===== config.mk =====
export PLATFORM = sky130hd
export DESIGN_NAME = uart_rx_param
export DESIGN_NICKNAME = d
export VERILOG_FILES = /design/src/rtl/uart_rx_param.sv
export SDC_FILE = /design/constraint.sdc
export NUM_CORES = 1
export LEC_CHECK = 0
export CELL_PAD_IN_SITES_DETAIL_PLACEMENT = 1
export CELL_PAD_IN_SITES_GLOBAL_PLACEMENT = 1
export CORE_ASPECT_RATIO = 0.9
export CORE_UTILIZATION = 41
export CTS_CLUSTER_SIZE = 12
export DETAILED_ROUTE_END_ITERATION = 8
export HOLD_SLACK_MARGIN = 0.08
export PLACE_DENSITY_LB_ADDON = 0.1
export SETUP_SLACK_MARGIN = 0.5
export SYNTH_ARGS = -nofsm -noshare
export SYNTH_HDL_FRONTEND = slang
export SYNTH_SLANG_ARGS = --single-unit

===== constraint.sdc =====
create_clock -name i_clk -period 6.5 [get_ports i_clk]
set_clock_uncertainty 0.05 [all_clocks]
set_input_delay 1.625 -clock i_clk [delete_from_list [all_inputs] [get_ports i_clk]]
set_output_delay 1.625 -clock i_clk [all_outputs]
set_load 0.01 [all_outputs]

===== src/rtl/uart_rx_param.sv =====
// Parametrised UART receiver: configurable data/parity/stop framing and a valid/ready holding register.
// Optional break detection is enabled with `define UART_RX_BREAK_DET_EN (adds o_break).
//
// state        | meaning
// S_IDLE       | line idle, waiting for a synced falling edge
// S_START      | half-bit wait, then confirm start bit is still low
// S_DATA       | mid-bit sampling of DATA_BITS data bits, LSB first
// S_PARITY     | mid-bit sample of the parity bit
// S_STOP       | mid-bit sampling of STOP_BITS stop bits
// S_BREAK_WAIT | break seen, waiting for the line to return high
module uart_rx_param #(
   parameter int CLK_SPEED = 50_000_000,
   parameter int BAUD      = 115200,
   parameter int DATA_BITS = 8,
   parameter int PARITY    = 0,
   parameter int STOP_BITS = 1
) (
   input  logic                 i_clk,
   input  logic                 i_rst_n,
   input  logic                 i_rx,
   output logic [DATA_BITS-1:0] o_data,
   output logic                 o_valid,
   input  logic                 i_ready,
   output logic                 o_parity_err,
   output logic                 o_frame_err,
   output logic                 o_overrun,
`ifdef UART_RX_BREAK_DET_EN
   output logic                 o_break,
`endif
   output logic                 o_busy
);

   localparam int CLKS_PER_BIT = CLK_SPEED / BAUD;
   localparam int HALF_BIT     = CLKS_PER_BIT / 2;
   localparam int CNT_W        = $clog2(CLKS_PER_BIT);
   localparam logic [CNT_W-1:0] CNT_FULL = CNT_W'(CLKS_PER_BIT - 1);
   localparam logic [CNT_W-1:0] CNT_HALF = CNT_W'(HALF_BIT - 1);
   localparam logic [3:0]       LAST_DATA = 4'(DATA_BITS - 1);
   localparam logic [3:0]       LAST_STOP = 4'(STOP_BITS - 1);

   generate
      if (CLKS_PER_BIT < 8) begin : g_chk_cpb
         $error("uart_rx_param: CLK_SPEED/BAUD must be at least 8");
      end
      if (DATA_BITS < 5 || DATA_BITS > 9) begin : g_chk_data
         $error("uart_rx_param: DATA_BITS must be 5..9");
      end
      if (PARITY < 0 || PARITY > 2) begin : g_chk_par
         $error("uart_rx_param: PARITY must be 0, 1 or 2");
      end
      if (STOP_BITS < 1 || STOP_BITS > 2) begin : g_chk_stop
         $error("uart_rx_param: STOP_BITS must be 1 or 2");
      end
   endgenerate

   typedef enum logic [2:0] {
      S_IDLE, S_START, S_DATA, S_PARITY, S_STOP, S_BREAK_WAIT
   } state_t;

   state_t               state_q, state_d;
   logic                 sync1_q, sync2_q, prev_q;
   logic [CNT_W-1:0]     cnt_q, cnt_d;
   logic [3:0]           bit_q, bit_d;
   logic [DATA_BITS-1:0] shift_q, shift_d;
   logic                 pe_q, pe_d;
   logic                 fe_q, fe_d;
   logic                 done_q, done_d;
   logic [DATA_BITS-1:0] data_q;
   logic                 valid_q, perr_q, ferr_q, ovr_q;
`ifdef UART_RX_BREAK_DET_EN
   logic                 par_bit_q, par_bit_d;
   logic                 stop_hi_q, stop_hi_d;
   logic                 brk_q, brk_d;
`endif

   logic rx_s, fall, tick, par_xor;
   assign rx_s    = sync2_q;
   assign fall    = prev_q & ~rx_s;
   assign tick    = (cnt_q == '0);
   assign par_xor = ^shift_q ^ rx_s;

   always_comb begin
      state_d = state_q;
      cnt_d   = tick ? cnt_q : cnt_q - 1'b1;
      bit_d   = bit_q;
      shift_d = shift_q;
      pe_d    = pe_q;
      fe_d    = fe_q;
      done_d  = 1'b0;
`ifdef UART_RX_BREAK_DET_EN
      par_bit_d = par_bit_q;
      stop_hi_d = stop_hi_q;
      brk_d     = 1'b0;
`endif
      case (state_q)
         S_IDLE: begin
            if (fall) begin
               bit_d   = '0;
               cnt_d   = CNT_HALF;
               pe_d    = 1'b0;
               fe_d    = 1'b0;
               state_d = S_START;
`ifdef UART_RX_BREAK_DET_EN
               par_bit_d = 1'b0;
               stop_hi_d = 1'b0;
`endif
            end
         end
         S_START: begin
            if (tick) begin
               if (rx_s) begin
                  state_d = S_IDLE;
               end else begin
                  cnt_d   = CNT_FULL;
                  state_d = S_DATA;
               end
            end
         end
         S_DATA: begin
            if (tick) begin
               shift_d = {rx_s, shift_q[DATA_BITS-1:1]};
               cnt_d   = CNT_FULL;
               if (bit_q == LAST_DATA) begin
                  bit_d   = '0;
                  state_d = (PARITY != 0) ? S_PARITY : S_STOP;
               end else begin
                  bit_d = bit_q + 4'd1;
               end
            end
         end
         S_PARITY: begin
            if (tick) begin
               pe_d    = (PARITY == 1) ? ~par_xor : par_xor;
               cnt_d   = CNT_FULL;
               state_d = S_STOP;
`ifdef UART_RX_BREAK_DET_EN
               par_bit_d = rx_s;
`endif
            end
         end
         S_STOP: begin
            if (tick) begin
               cnt_d = CNT_FULL;
               fe_d  = fe_q | ~rx_s;
`ifdef UART_RX_BREAK_DET_EN
               stop_hi_d = stop_hi_q | rx_s;
`endif
               if (bit_q == LAST_STOP) begin
                  // Complete at mid-stop; the remaining half bit is resync slack.
                  state_d = S_IDLE;
`ifdef UART_RX_BREAK_DET_EN
                  if (shift_q == '0 && !par_bit_q && !stop_hi_q && !rx_s) begin
                     brk_d   = 1'b1;
                     state_d = S_BREAK_WAIT;
                  end else begin
                     done_d = 1'b1;
                  end
`else
                  done_d = 1'b1;
`endif
               end else begin
                  bit_d = bit_q + 4'd1;
               end
            end
         end
         S_BREAK_WAIT: begin
            if (rx_s) state_d = S_IDLE;
         end
         default: state_d = S_IDLE;
      endcase
   end

   always_ff @(posedge i_clk or negedge i_rst_n) begin
      if (!i_rst_n) begin
         sync1_q <= 1'b1;
         sync2_q <= 1'b1;
         prev_q  <= 1'b1;
         state_q <= S_IDLE;
         cnt_q   <= '0;
         bit_q   <= '0;
         shift_q <= '0;
         pe_q    <= 1'b0;
         fe_q    <= 1'b0;
         done_q  <= 1'b0;
`ifdef UART_RX_BREAK_DET_EN
         par_bit_q <= 1'b0;
         stop_hi_q <= 1'b0;
         brk_q     <= 1'b0;
`endif
      end else begin
         sync1_q <= i_rx;
         sync2_q <= sync1_q;
         prev_q  <= sync2_q;
         state_q <= state_d;
         cnt_q   <= cnt_d;
         bit_q   <= bit_d;
         shift_q <= shift_d;
         pe_q    <= pe_d;
         fe_q    <= fe_d;
         done_q  <= done_d;
`ifdef UART_RX_BREAK_DET_EN
         par_bit_q <= par_bit_d;
         stop_hi_q <= stop_hi_d;
         brk_q     <= brk_d;
`endif
      end
   end

   // Holding register: a new word may load in the same cycle the old one is accepted.
   always_ff @(posedge i_clk or negedge i_rst_n) begin
      if (!i_rst_n) begin
         data_q  <= '0;
         valid_q <= 1'b0;
         perr_q  <= 1'b0;
         ferr_q  <= 1'b0;
         ovr_q   <= 1'b0;
      end else begin
         if (valid_q && i_ready) begin
            valid_q <= 1'b0;
            ovr_q   <= 1'b0;
         end
         if (done_q) begin
            if (!valid_q || i_ready) begin
               data_q  <= shift_q;
               perr_q  <= pe_q;
               ferr_q  <= fe_q;
               valid_q <= 1'b1;
            end else begin
               ovr_q <= 1'b1;
            end
         end
      end
   end

   assign o_data       = data_q;
   assign o_valid      = valid_q;
   assign o_parity_err = perr_q;
   assign o_frame_err  = ferr_q;
   assign o_overrun    = ovr_q;
   assign o_busy       = (state_q != S_IDLE);
`ifdef UART_RX_BREAK_DET_EN
   assign o_break      = brk_q;
`endif

endmodule


# Yosys cells after proc, flatten, opt, wreduce, memory -nomap -nowiden
# Index checks and enable logic that the tools add are counted.
[word_totals] register_bits=42 input_bits=4 out_inout_bits=13 wordCells=90
[op_classes] n_addsub=2 n_eq_ne=15 mux=36 bitwise_logic=4 reduce_logical=18
[op_table] op="$mux 9" n=5
[op_table] op="$pmux 9 s3" n=1
[op_table] op="$mux 3" n=8
[op_table] op="$mux 4" n=5
[op_table] op="$ne 2x2->1 const B" n=9
[op_table] op="$pmux 3 s6" n=1
[op_table] op="$mux 1" n=12
[op_table] op="$pmux 4 s3" n=1
[op_table] op="$logic_not 9->1" n=1
[op_table] op="$sub 9x1->9 const B" n=1
[op_table] op="$reduce_and 8->1" n=1
[op_table] op="$reduce_xor 8->1" n=1
[op_table] op="$eq 3x2->1 const B" n=2
[op_table] op="$eq 3x3->1 const B" n=2
[op_table] op="$reduce_and 3->1" n=2
[op_table] op="$reduce_bool 3->1" n=2
[op_table] op="$reduce_and 5->1" n=1
[op_table] op="$add 4x1->4 const B" n=1
[op_table] op="$eq 4x3->1 const B" n=1
[op_table] op="$logic_not 4->1" n=1
[op_table] op="$pmux 1 s2" n=2
[op_table] op="$reduce_and 2->1" n=2
[op_table] op="$reduce_bool 2->1" n=2
[op_table] op="$eq 3x1->1 const B" n=1
[op_table] op="10 further kinds" n=10

# Depth between registers and ports, before layout
[depth] depth_word=5 depth_mapped=10

# Worst setup path before layout
# OpenSTA, ideal clock, no wires.
[synth_timing] path_type="input-to-reg" startpoint="in i_ready" endpoint="reg data_q[0], in the netlist o_data[0]" setup_time_ns=0.125 t_arrival_ns=2.376 path_slack_ns=3.949 path_stages=3 path_buffers=0 cell_sequence="nand2b_1 -> nand2_1 -> mux2_2"
[synth_via] elab_chain_cells=2
[synth_rtl] element="start, declared" line="23" rtl="input logic i_ready,"
[synth_rtl] element="$logic_or 1x1->1" line="223" rtl="if (!valid_q || i_ready) begin"
[synth_rtl] element="$reduce_and 2->1 (no line)"
[synth_rtl] element="end signal, assigned" line="224" rtl="data_q <= shift_q;"
[synth_rtl] element="end, declared" line="68" rtl="logic [DATA_BITS-1:0] data_q;"
# No other way between the ends.
# A chain may end at the register's enable or synchronous reset.

# Worst setup path in the final report
[layout_timing] startpoint="reg state_q[2]" endpoint="out o_busy"
[layout_via] elab_chain_cells=1
[layout_rtl] element="start, declared" line="60" rtl="state_t state_q, state_d;"
[layout_rtl] element="start signal, assigned" line="194" rtl="state_q <= state_d;"
[layout_rtl] element="$reduce_bool 3->1" line="240" rtl="assign o_busy = (state_q != S_IDLE);"
[layout_rtl] element="end, declared" line="30" rtl="output logic o_busy"
# No other way between the ends.

==> metrics.txt <==
status=finished clean; largest net degree at the start of global routing=43; async set-reset flop share out of synthesis=between 90% and 100%; # resized after CTS=0; fin crit period=3.468 ns; post-synthesis register bit count=between 40 and 50; depth of the CTS H-tree=2; Tcrit/Tclk final=53.35%; Synth area leaders=dfrtp_1 (47%), mux2_2 (10%), dfstp_2 (3.8%), xnor2_1 (3.4%), ha_1 (2.4%); FMAX=288.4 MHz; multi-input logic area=~1000 µm²; max-cap violations=0; hold buffer count at CTS=0; share of cells above drive strength 1=21.94%; critical path endpoint category=primary output; initial antenna violation count=0; Netlist Area Pre-Place=approximately 2100 µm²; Synth top area share=46.79%; DIE AREA=between 5000 and 6000 µm²; Clock Path Buffers=2; via/cell ratio=5.398; slew at the pin with the worst max-slew slack=0.9219 ns; clock buffer count from CTS=5; Tot GR Track Use=17.76%; met2 Track Usage GR=28.02%; Sinks on Clock Net=42; DIE HEIGHT=69.67 µm; RSZ-0062 raised after global routing=false; Ys Warns=0; Seq/Total Area, Yosys=50.57%; Critical Path AT=1.79 ns; critical path type=flip-flop to primary output; Place WS=3.343 ns; vias in the first global route=1,551; power density cells=approximately 320 nW/µm²; antenna-violating nets left=0; Synth Area per Inst=about 12 µm²; slowest stage delay, CP=0.52 ns; slack of the critical path=approximately 3.0 ns; area grow syn2layout=14.46%; most frequent cells in the layout=dfrtp_1 (39), mux2_2 (19), clkdlybuf4s50_1 (15); dominant synthesized flop cell=dfrtp_1; most common cell after layout, fill and taps aside=dfrtp_1; global route overflow=0; register area=between 1000 and 1500 µm²; CP Max Fanout=13; startpoint types=flip-flop; Top Usage Layer GRT=met2; total routed wirelength=a little over 4000 µm; Post-synth EDFFs=0; M1 GR Usage=24.77%; core area=~4900 µm²; Initial Util=around 43%; syn_nets=approximately 180; DR vias=1,409; Max Slew Vio Count=0; Mapped Cells=176; VDD IR max=between 0.00015 and 0.0002 V; worst-path cell chain=or3_1 > clkdlybuf4s50_1; Iter 0 DRT Violations=33; postcts setup bufs=0; I/O pins=17; CTS tree=done; Slowest-stage cell, CP=dfrtp_1; Yosys cell types=52; Die Wd=just under 80 µm; Max-slew headroom=38.54%; num rows=24; Inserted Diodes=0; port bufs=16; Net count, final=approximately 200; drt pass-1 iters=4; Setup Viol. Count Final=0; wire length per cell=15.51 µm; leakage power figure=1.079 nW; area leader, netlist=dfrtp_1; # fillers=530; placer's final routability congestion estimate=roughly 0.81; Root Driver=clkbuf_8; DP HPWL=2968 µm; Worst-Skew Late Latency=0.29 ns; clock transition at the registers of the reported paths=0.08 ns; TNS Setup=0 ns; Worst EP required=4.83 ns; post-route DRC violation count=0; first-pass GRT wire length=7438 µm; M3 GR Usage=3.947%; min-delay worst type=flip-flop to flip-flop; Fin. Hold Viols=0
==> sequential cells by signal, summed over array words and instances (netlist names), 3 cells and up <==
register  count
bit_q         4
cnt_q         9
o_data        8
shift_q       8
state_q       3
==> worst max-delay path: cells and delay by family (launching register included) <==
family / cells / cell delay, ns
buf+inv: 1 / 0.50
simple gates: 1 / 0.48
flops: 1 / 0.52
==> per-stage QoR <==
stage	power, mW	hold slack (ns)	util, %	cells	instance area [µm²]
floorplan	0.5435	0.2952	-	176	2086
global placement	0.5920	0.2977	47.30	253	2301
detailed placement	0.6082	0.3015	47.30	253	2301
CTS	0.7770	0.3143	49.07	261	2387
global route	0.8286	0.3187	49.07	261	2387
finish	0.7674	0.3117	49.07	261	2387
==> cell type report <==
class	count	share of cell area, %
Multi-Input combinational cell	122	41.04
Tap cell	65	3.407
Timing Repair Buffer	16	6.499
Inverter	8	1.258
Sequential cell	42	44.18
Clock buffer	6	3.040
Clock inverter	2	0.5765
==> Yosys cell counts (2+ instances only) <==
cell / number
dfrtp_1: 39
mux2_2: 19
inv_1: 8
nand2_1: 8
nor2_1: 8
xnor2_1: 8
a21oi_1: 7
o21ai_0: 6
ha_1: 4
mux2i_1: 4
nand2b_1: 4
or2_2: 4
or3_1: 4
dfstp_2: 3
nand3_1: 3
a211oi_1: 2
a22oi_1: 2
and3_1: 2
buf_2: 2
nand3b_1: 2
nor2b_1: 2
nor3_1: 2
nor3b_1: 2
or3b_1: 2
xor2_1: 2
==> path summary, 6_finish.rpt <==
kind | startpoint | cells after the start | end | slack (ns)
hold / removal | sync1_q$_DFF_PN1_ | 0 | rx_s$_DFF_PN1_ | 0.31
hold reg to reg | sync1_q$_DFF_PN1_ | 0 | rx_s$_DFF_PN1_ | 0.31
min in group asynchronous | i_rst_n | 1 | cnt_q[4]$_DFF_PN0_ | 1.41
setup reg to reg | cnt_q[0]$_DFF_PN0_ | 9 | cnt_q[0]$_DFF_PN0_ | 3.77
setup / recovery | state_q[2]$_DFFE_PN0P_ | 2 | o_busy | 3.03
max in group asynchronous | i_rst_n | 1 | o_data[6]$_DFFE_PN0P_ | 4.41
==> metal layers <==
metal	wire, µm	part of all wire [%]
met1	2005	50
met2	1911	47
met3	98	2.4
met4	32	0.79
met5	0	0
==> report_power, final <==
group	leakage [nW]	switching, mW	internal (mW)
sequential	0.546	0.0553	0.297
combinational	0.488	0.128	0.121
clock	0.0452	0.0908	0.0759
total	1.08	0.274	0.494
==> cell families (layout without fill, tap and decap cells) <==
kind of cell,after synthesis,after routing,synth area share (%)
compound gates,31,31,10.56
xor+xnor,11,11,5.279
fa+ha+maj,4,4,2.400
buf+inv,12,32,2.460
flops,42,42,50.57
mux,24,24,12.90
simple gates,52,52,15.84
Note: power is estimated with default switching activity, not from simulation.
